File: src/rtl/div_pkg.sv
// Shared definitions for the iterative integer divider: funct3 encodings
// and the controller state type.
package div_pkg;

  localparam logic [2:0] FUNC_DIV  = 3'b100;
  localparam logic [2:0] FUNC_DIVU = 3'b101;
  localparam logic [2:0] FUNC_REM  = 3'b110;
  localparam logic [2:0] FUNC_REMU = 3'b111;

  typedef enum logic [2:0] {
    IDLE,
    PREP,
    ITER,
    FIX,
    DONE
  } state_e;

endpackage

File: src/rtl/div_step.sv
// One combinational restoring-division step: shift in a dividend bit,
// trial-subtract the divisor, keep the difference when it does not go negative.
module div_step
  import div_pkg::*;
#(
  parameter int unsigned XLEN = 64
) (
  input  logic [XLEN-1:0] rem,
  input  logic            dvd_msb,
  input  logic [XLEN-1:0] divisor,
  output logic [XLEN-1:0] rem_next,
  output logic            q_bit
);

  logic [XLEN+1:0] shifted;
  logic [XLEN+1:0] diff;

  // The bit shifted out of rem stays in the compare so divisors >= 2^(XLEN-1) divide correctly.
  always_comb begin
    shifted  = {1'b0, rem, dvd_msb};
    diff     = shifted - {2'b00, divisor};
    q_bit    = ~diff[XLEN+1];
    rem_next = q_bit ? diff[XLEN-1:0] : shifted[XLEN-1:0];
  end

endmodule

File: src/rtl/div_unit.sv
// Iterative radix-2 restoring divider for DIV/DIVU/REM/REMU.
// Optional macro DIV_EARLY_OUT_EN: skip iteration when |A| < |B|.
module div_unit
  import div_pkg::*;
#(
  parameter int unsigned XLEN = 64
) (
  input  logic            clk,
  input  logic            reset,
  input  logic            start,
  input  logic            flush,
  input  logic [XLEN-1:0] A,
  input  logic [XLEN-1:0] B,
  input  logic [2:0]      func,
  output logic            busy,
  output logic            done,
  output logic [XLEN-1:0] S
);

  localparam int unsigned CW = $clog2(XLEN);

  state_e          state_q, state_d;
  logic [XLEN-1:0] a_q, a_d, b_q, b_d, dvd_q, dvd_d;
  logic [XLEN-1:0] rem_q, rem_d, quo_q, quo_d, s_q, s_d;
  logic [1:0]      func_q, func_d;
  logic            qneg_q, qneg_d, rneg_q, rneg_d;
  logic [CW-1:0]   cnt_q, cnt_d;

  logic            sgn, a_neg, b_neg;
  logic [XLEN-1:0] a_abs, b_abs, step_rem;
  logic            step_q;
  logic            func_unused;

  assign func_unused = func[2];

  div_step #(.XLEN(XLEN)) u_step (
    .rem      (rem_q),
    .dvd_msb  (dvd_q[XLEN-1]),
    .divisor  (b_q),
    .rem_next (step_rem),
    .q_bit    (step_q)
  );

  always_comb begin
    state_d = state_q;
    a_d     = a_q;
    b_d     = b_q;
    dvd_d   = dvd_q;
    rem_d   = rem_q;
    quo_d   = quo_q;
    s_d     = s_q;
    func_d  = func_q;
    qneg_d  = qneg_q;
    rneg_d  = rneg_q;
    cnt_d   = cnt_q;

    sgn   = ~func_q[0];
    a_neg = sgn & a_q[XLEN-1];
    b_neg = sgn & b_q[XLEN-1];
    a_abs = a_neg ? -a_q : a_q;
    b_abs = b_neg ? -b_q : b_q;

    if (flush) begin
      state_d = IDLE;
    end else begin
      unique case (state_q)
        IDLE: begin
          if (start) begin
            a_d     = A;
            b_d     = B;
            func_d  = func[1:0];
            state_d = PREP;
          end
        end
        PREP: begin
          qneg_d  = a_neg ^ b_neg;
          rneg_d  = a_neg;
          dvd_d   = a_abs;
          b_d     = b_abs;
          rem_d   = '0;
          quo_d   = '0;
          cnt_d   = '0;
          state_d = ITER;
          // Special results are preloaded unsigned and routed through FIX for S selection.
          if (b_q == '0) begin
            quo_d   = '1;
            rem_d   = a_q;
            qneg_d  = 1'b0;
            rneg_d  = 1'b0;
            state_d = FIX;
          end else if (sgn && a_q == {1'b1, {(XLEN-1){1'b0}}} && b_q == '1) begin
            quo_d   = a_q;
            rem_d   = '0;
            qneg_d  = 1'b0;
            rneg_d  = 1'b0;
            state_d = FIX;
          end
`ifdef DIV_EARLY_OUT_EN
          else if (a_abs < b_abs) begin
            quo_d   = '0;
            rem_d   = a_q;
            qneg_d  = 1'b0;
            rneg_d  = 1'b0;
            state_d = FIX;
          end
`endif
        end
        ITER: begin
          dvd_d = {dvd_q[XLEN-2:0], 1'b0};
          rem_d = step_rem;
          quo_d = {quo_q[XLEN-2:0], step_q};
          cnt_d = cnt_q + 1'b1;
          if (cnt_q == CW'(XLEN-1)) state_d = FIX;
        end
        FIX: begin
          s_d     = func_q[1] ? (rneg_q ? -rem_q : rem_q)
                              : (qneg_q ? -quo_q : quo_q);
          state_d = DONE;
        end
        DONE:    state_d = IDLE;
        default: state_d = IDLE;
      endcase
    end
  end

  always_ff @(posedge clk or posedge reset) begin
    if (reset) begin
      state_q <= IDLE;
      a_q     <= '0;
      b_q     <= '0;
      dvd_q   <= '0;
      rem_q   <= '0;
      quo_q   <= '0;
      s_q     <= '0;
      func_q  <= '0;
      qneg_q  <= 1'b0;
      rneg_q  <= 1'b0;
      cnt_q   <= '0;
    end else begin
      state_q <= state_d;
      a_q     <= a_d;
      b_q     <= b_d;
      dvd_q   <= dvd_d;
      rem_q   <= rem_d;
      quo_q   <= quo_d;
      s_q     <= s_d;
      func_q  <= func_d;
      qneg_q  <= qneg_d;
      rneg_q  <= rneg_d;
      cnt_q   <= cnt_d;
    end
  end

  assign busy = (state_q != IDLE);
  assign done = (state_q == DONE);
  assign S    = s_q;

endmodule

File: config.mk
export PLATFORM = sky130hd
export DESIGN_NAME = div_unit
export DESIGN_NICKNAME = d
export VERILOG_FILES = /design/src/rtl/div_pkg.sv /design/src/rtl/div_step.sv /design/src/rtl/div_unit.sv
export SDC_FILE = /design/constraint.sdc
export NUM_CORES = 2
export LEC_CHECK = 0
export ABC_AREA = 1
export ABC_CLOCK_PERIOD_IN_PS = 40700
export CELL_PAD_IN_SITES_DETAIL_PLACEMENT = 1
export CELL_PAD_IN_SITES_GLOBAL_PLACEMENT = 1
export CORE_MARGIN = 2
export CORE_UTILIZATION = 47
export CTS_BUF_LIST = sky130_fd_sc_hd__clkbuf_2
export DETAILED_ROUTE_END_ITERATION = 10
export PLACE_DENSITY_LB_ADDON = 0.3
export SKIP_CTS_REPAIR_TIMING = 1
export SLEW_MARGIN = 25
export SYNTH_ARGS = -nofsm -noshare
export SYNTH_HDL_FRONTEND = slang
export SYNTH_SLANG_ARGS = --single-unit
export TNS_END_PERCENT = 100
File: constraint.sdc
create_clock -name clk -period 40.7 [get_ports clk]
set_clock_uncertainty 0.2 [all_clocks]
set_input_delay 8.14 -clock clk [delete_from_list [all_inputs] [get_ports clk]]
set_output_delay 8.14 -clock clk [all_outputs]
set_load 0.05 [all_outputs]
== Word level (Yosys, flattened, before mapping) ==
Index checks and enable logic that the tools add are counted.

* Memories: 0
* Memory bits (writable): 0
* Flip-flop bits (word level): 397
* ROM bits: 0
* Logic and storage cells: 72
* Bits of input ports: 135
* Bits in latches: 0

* Bitwise operators: 6
* Divide/modulo/power cells: 0
* Reductions and logical operators: 13
* Equality and inequality tests: 11
* Multiply operators: 0
* Muxes and demuxes: 25
* Add/subtract/negate cells: 6
* Shift operators: 0
* Magnitude comparators: 0

{| class="wikitable"
|+ Operators by type and width
! kind !! count
|-
| two-way mux 64 bit || 10
|-
| one-hot mux 64 bit (2 select lines) || 4
|-
| negator 64 bit || 4
|-
| equality test 64 bit (second input constant) || 2
|-
| subtractor 65 x 64 -> 66 bit || 1
|-
| logical NOT 64 bit || 1
|-
| one-hot mux 3 bit (4 select lines) || 1
|-
| one-hot mux 6 bit (2 select lines) || 1
|-
| two-way mux 3 bit || 3
|-
| AND reduction 2 bit || 4
|-
| adder 6 x 1 -> 6 bit (second input constant) || 1
|-
| equality test 3 x 2 -> 1 bit (second input constant) || 2
|-
| equality test 6 bit (second input constant) || 1
|-
| two-way mux 1 bit || 6
|-
| != test 3 bit (second input constant) || 2
|-
| != test 2 bit (second input constant) || 2
|-
| AND reduction 4 bit || 1
|-
| nonzero test 2 bit || 2
|-
| equality test 3 x 1 -> 1 bit (second input constant) || 1
|-
| equality test 3 bit (second input constant) || 1
|-
| logical NOT 3 bit || 1
|-
| NOT 1 bit || 3
|-
| AND reduction 3 bit || 1
|-
| nonzero test 3 bit || 1
|-
| other kinds (3) || 5
|}

== Logic depth before layout (Yosys ltp) ==
* Depth in word-level cells: 7
* Mapped depth: 21
* Gate-level depth less buffers: 18

== Modules after synthesis ==
Synthesis repeated with hierarchy kept, for this count alone.

* Cell total of the unflattened synthesis: 5428
* Area, all modules: 32795.2 um^2

{| class="wikitable"
|+ Modules (own cells, without submodules)
! module !! instances !! cells an instance !! area each (um^2)
|-
| div_unit || 1 || 3863 || 25662.1
|-
| div_step || 1 || 1565 || 7133.1
|}

== Worst setup path before layout ==
No wires, ideal clock.

* Path kind: input to register
* Start point: in flush
* End point: reg dvd_q[8]
* Setup time: 83 ps
* Arrival time: 9422 ps
* Cell stages on the path: 8
* Slack: 30996 ps
* Data required time: 40417 ps
* Path through: nor2_1 -> nand2_1 -> nor2_1 -> clkbuf_1 -> clkbuf_1 -> clkbuf_1 -> o21ai_0 -> o21ai_0

* Cells in the longest elaborated chain, start to end: 2

{| class="wikitable"
|+ RTL lines
! element !! line !! text
|-
| start: declaration || div_unit.sv:11 || <nowiki>input logic flush,</nowiki>
|-
| NOT 1 bit (no line) || -- ||
|-
| AND reduction 2 bit (no line) || -- ||
|-
| end signal: assignment || div_unit.sv:143 || <nowiki>dvd_q <= dvd_d;</nowiki>
|-
| end: declaration || div_unit.sv:23 || <nowiki>logic [XLEN-1:0] a_q, a_d, b_q, b_d, dvd_q, dvd_d;</nowiki>
|}

Every way passes these cells.
A chain may end at the register's enable or synchronous reset.

== Final worst setup path ==
* Start point: reg state_q[1]
* End point: out busy

* Cells in the longest elaborated chain, start to end: 1

{| class="wikitable"
|+ RTL lines
! element !! line !! text
|-
| start: declaration || div_unit.sv:22 || <nowiki>state_e state_q, state_d;</nowiki>
|-
| start signal: assignment || div_unit.sv:140 || <nowiki>state_q <= state_d;</nowiki>
|-
| nonzero test 3 bit || div_unit.sv:154 || <nowiki>assign busy = (state_q != IDLE);</nowiki>
|-
| end: declaration || div_unit.sv:15 || <nowiki>output logic busy,</nowiki>
|}

Every way passes these cells.

==> insert_results.sql <==
INSERT INTO impl_metrics (metric_group, metric, value, unit) VALUES
('outcome', 'outcome', 'complete, no violations', ''),
('grt', 'grt_antenna_before_repair', '9', ''),
('worst_setup_path', 'regToRegEndpoint', 'b_q[9]', ''),
('cells_and_area', 'post_route_cells_drive_above_1_share', '0.0504', ''),
('worst_setup_path', 'critical_path.startpoint_type', 'flip-flop', ''),
('logic_synthesis', 'synth.area.top_cells', 'sky130_fd_sc_hd__dfrtp_1 31%, sky130_fd_sc_hd__nand2_1 19%, sky130_fd_sc_hd__inv_1 8.7%', ''),
('logic_synthesis', 'ys_top_cells_by_count', '1620 x sky130_fd_sc_hd__nand2_1, 753 x sky130_fd_sc_hd__inv_1, 615 x sky130_fd_sc_hd__nor2_1', ''),
('placed_design', 'gpl.final_weighted_congestion', '1.05', ''),
('logic_synthesis', 'synth_fp_nets', '5539', ''),
('clocking', 'clk_pin_slew_worst_paths', '100', 'ps'),
('timing', 'max_slew.worst_pin.slew', '998', 'ps'),
('timing', 'max-slew-margin-rel', '0.329', ''),
('logic_synthesis', 'prevailing_post_synth_register_cell', 'sky130_fd_sc_hd__dfrtp_1', ''),
('logic_synthesis', 'yosys_warnings', '0', ''),
('run', 'maxCapViolations', '0', ''),
('cells_and_area', 'ff_latch_area', '9940', 'sq um'),
('floorplanning', 'num_io_pins', '201', ''),
('drt', 'post-route-drc-count', '0', ''),
('drt', 'route.antenna.remaining_nets', '0', ''),
('cells_and_area', 'layout-area-overhead-vs-synth', '11.1', '%'),
('floorplanning', 'die_h', '267', 'um'),
('power', 'p_leak', '18.3', 'nW'),
('floorplanning', 'row_count', '96', ''),
('logic_synthesis', 'share_of_the_synthesized_area_in_the_top_cell_type', '0.305', ''),
('logic_synthesis', 'synth.most_common_cell', 'sky130_fd_sc_hd__nand2_1', ''),
('power', 'power', '3.51', 'mW'),
('worst_setup_path', 'reg2reg_setup_slack', '35760', 'ps'),
('worst_setup_path', 'crit-reg2reg-launch', 'state_q[1]', ''),
('grt', 'first_global_vias', '38183', ''),
('grt', 'grt_util_all_layers', '0.401', ''),
('logic_synthesis', 'edff_count_synth', '0', ''),
('timing', 'grt_setup_unrepaired', 'no', ''),
('logic_synthesis', 'synth.ff_latch_count', '397', ''),
('logic_synthesis', 'yosys.area.top_type', 'sky130_fd_sc_hd__dfrtp_1', ''),
('power', 'power-per-cell-area', '97.0', 'nW/um^2'),
('clocking', 'insertion_delay', '1240', 'ps'),
('placed_design', 'port-buffer-count', '199', ''),
('hold_path', 'min_delay_worst_endpoint', 'dvd_q[28]', ''),
('hold_path', 'min_delay_path_depth', '2', ''),
('logic_synthesis', 'syn_area_per_cell', '6.10', 'sq um'),
('hold_path', 'holdCritStartpoint', 'dvd_q[28]', ''),
('worst_setup_path', 'endpoint_kind', 'output pin', ''),
('timing', 'min_period_over_period', '0.288', ''),
('clocking', 'ctsRootBufferMaster', 'sky130_fd_sc_hd__clkbuf_2', ''),
('cells_and_area', 'nFillCells', '9701', ''),
('timing', 'finalMaxSlewViolations', '0', ''),
('timing', 'setup_tns', '0', 'ps'),
('drt', 'route.detailed.vias_per_inst', '5.83', ''),
('grt', 'grt.overflow.total', '0', ''),
('logic_synthesis', 'yosysUniqueCellTypes', '50', ''),
('cells_and_area', 'multi_input_comb_area', '18900', 'sq um'),
('power', 'power.ir.vdd_worst', '72.1', 'uV'),
('drt', 'detail_route.wirelength', '144000', 'um'),
('worst_setup_path', 'critical_path.max_fanout', '4', ''),
('logic_synthesis', 'syn-instance-count', '5333', ''),
('timing', 'final_period_demand_of_the_worst_path', '11720', 'ps'),
('drt', 'iteration_0_drc_count_of_the_detailed_router', '3262', ''),
('clocking', 'tritoncts', 'done', ''),
('timing', 'maxClockFrequency', '0.0853', 'GHz'),
('clocking', 'cts.htree.levels', '3', ''),
('floorplanning', 'core_area', '68600', 'sq um'),
('worst_setup_path', 'cells_on_worst_reg2reg_path', '12', ''),
('drt', 'drt_pass1_iterations', '6', ''),
('logic_synthesis', 'synth.yosys.seq_area_share', '0.305', ''),
('cells_and_area', 'design.final.nets', '5686', ''),
('hold_path', 'worst_hold_class', 'flip-flop to flip-flop', ''),
('timing', 'setup_violations', '0', ''),
('logic_synthesis', 'post_synth_design_cell_area', '32600', 'sq um'),
('logic_synthesis', 'synth_async_sr_flop_share', '1.00', ''),
('floorplanning', 'die_area', '71400', 'sq um'),
('worst_setup_path', 'timing_worst_setup_path_type', 'flip-flop to output pin', '');
stage by stage:
step,hold WS (ps),area (sq um),util,instances,worst slack [ps]
floorplan,244,32600,-,5333,21320
global placement,258,35200,0.513,6296,28420
detailed placement,262,35200,0.513,6296,28330
CTS,286,36100,0.527,6489,28940
global route,301,36200,0.527,6490,28790
finish,281,36200,0.527,6491,28980
worst max-delay path by stage:
| stage | startpoint | endpoint | slack (ps) | cells past startpoint |
|---|---|---|---|---|
| after detailed placement | flush | b_q[18] | 28330 | 10 |
| after global routing | state_q[1] | busy | 28790 | 5 |
| final | state_q[1] | busy | 28980 | 5 |
| after global placement | flush | b_q[18] | 28420 | 10 |
| after floorplan | reset | S[0] | 21320 | 1 |
| after CTS | state_q[1] | busy | 28940 | 5 |
routing by layer:
metal	wire length, um	track usage
met5	60	0
met4	8820	0.227
met2	66800	0.655
met3	10800	0.0738
met1	57700	0.498
power breakdown:
group	switching, mW	internal [mW]
clock	0.192	0.117
combinational	1.65	0.710
sequential	0.269	0.573
total	2.11	1.40
flip-flops by register name, indices dropped and copies added (netlist names):
name / count
rem_q: 64
func_q: 2
b_q: 64
S: 64
dvd_q: 64
quo_q: 64
cnt_q: 6
state_q: 3
rneg_q: 1
qneg_q: 1
a_q: 64
layout by cell type, fill, tap and decap left out, types with 3 or more instances in the layout:
| master | count |
|---|---|
| sky130_fd_sc_hd__nor3_2 | 5 |
| sky130_fd_sc_hd__xnor2_1 | 29 |
| sky130_fd_sc_hd__a22oi_1 | 30 |
| sky130_fd_sc_hd__or2_2 | 10 |
| sky130_fd_sc_hd__nand3_1 | 499 |
| sky130_fd_sc_hd__nand3b_1 | 22 |
| sky130_fd_sc_hd__nor2_2 | 10 |
| sky130_fd_sc_hd__inv_1 | 749 |
| sky130_fd_sc_hd__o21ai_1 | 10 |
| sky130_fd_sc_hd__clkdlybuf4s50_1 | 199 |
| sky130_fd_sc_hd__xor2_1 | 58 |
| sky130_fd_sc_hd__dfrtp_2 | 3 |
| sky130_fd_sc_hd__nand2_1 | 1618 |
| sky130_fd_sc_hd__a21boi_1 | 49 |
| sky130_fd_sc_hd__o21bai_1 | 7 |
| sky130_fd_sc_hd__clkinv_2 | 4 |
| sky130_fd_sc_hd__nor2_1 | 614 |
| sky130_fd_sc_hd__dfrtp_1 | 394 |
| sky130_fd_sc_hd__o211ai_1 | 45 |
| sky130_fd_sc_hd__and2_1 | 10 |
| sky130_fd_sc_hd__o31ai_1 | 7 |
| sky130_fd_sc_hd__clkinv_1 | 20 |
| sky130_fd_sc_hd__a21oi_1 | 207 |
| sky130_fd_sc_hd__o21ai_0 | 310 |
| sky130_fd_sc_hd__nand4_1 | 76 |
| sky130_fd_sc_hd__buf_4 | 30 |
| sky130_fd_sc_hd__nor2_4 | 7 |
| sky130_fd_sc_hd__a31oi_1 | 40 |
| sky130_fd_sc_hd__nor4_1 | 31 |
| sky130_fd_sc_hd__o22ai_1 | 78 |
| sky130_fd_sc_hd__nand3_2 | 13 |
| sky130_fd_sc_hd__nor3_1 | 90 |
| sky130_fd_sc_hd__clkbuf_2 | 171 |
| sky130_fd_sc_hd__ha_1 | 70 |
| sky130_fd_sc_hd__inv_2 | 9 |
worst max-delay path, cell delays in order (launching register included):
cell and delay, ps:
sky130_fd_sc_hd__dfrtp_1 460, sky130_fd_sc_hd__nor2_1 250, sky130_fd_sc_hd__inv_1 100, sky130_fd_sc_hd__nor2_1 490, sky130_fd_sc_hd__inv_1 190, sky130_fd_sc_hd__clkdlybuf4s50_1 750
cell families after synthesis:
family	share of synthesized area
AND/OR/NAND/NOR	0.390
buffers and inverters	0.115
flip-flops	0.305
XOR/XNOR	0.0234
AO/OA/AOI/OAI	0.138
adder cells (fa/ha/maj)	0.0275
layout make-up:
type | count | share of cell area
clock inverter | 22 | 0.00339
tap | 931 | 0.0322
inverter | 766 | 0.0799
sequential | 397 | 0.275
antenna | 2 | 0.000138
multi-input combinational | 3971 | 0.523
timing repair buffer | 231 | 0.0624
clock buffer | 171 | 0.0237
Power figures use the tool's default switching activity.
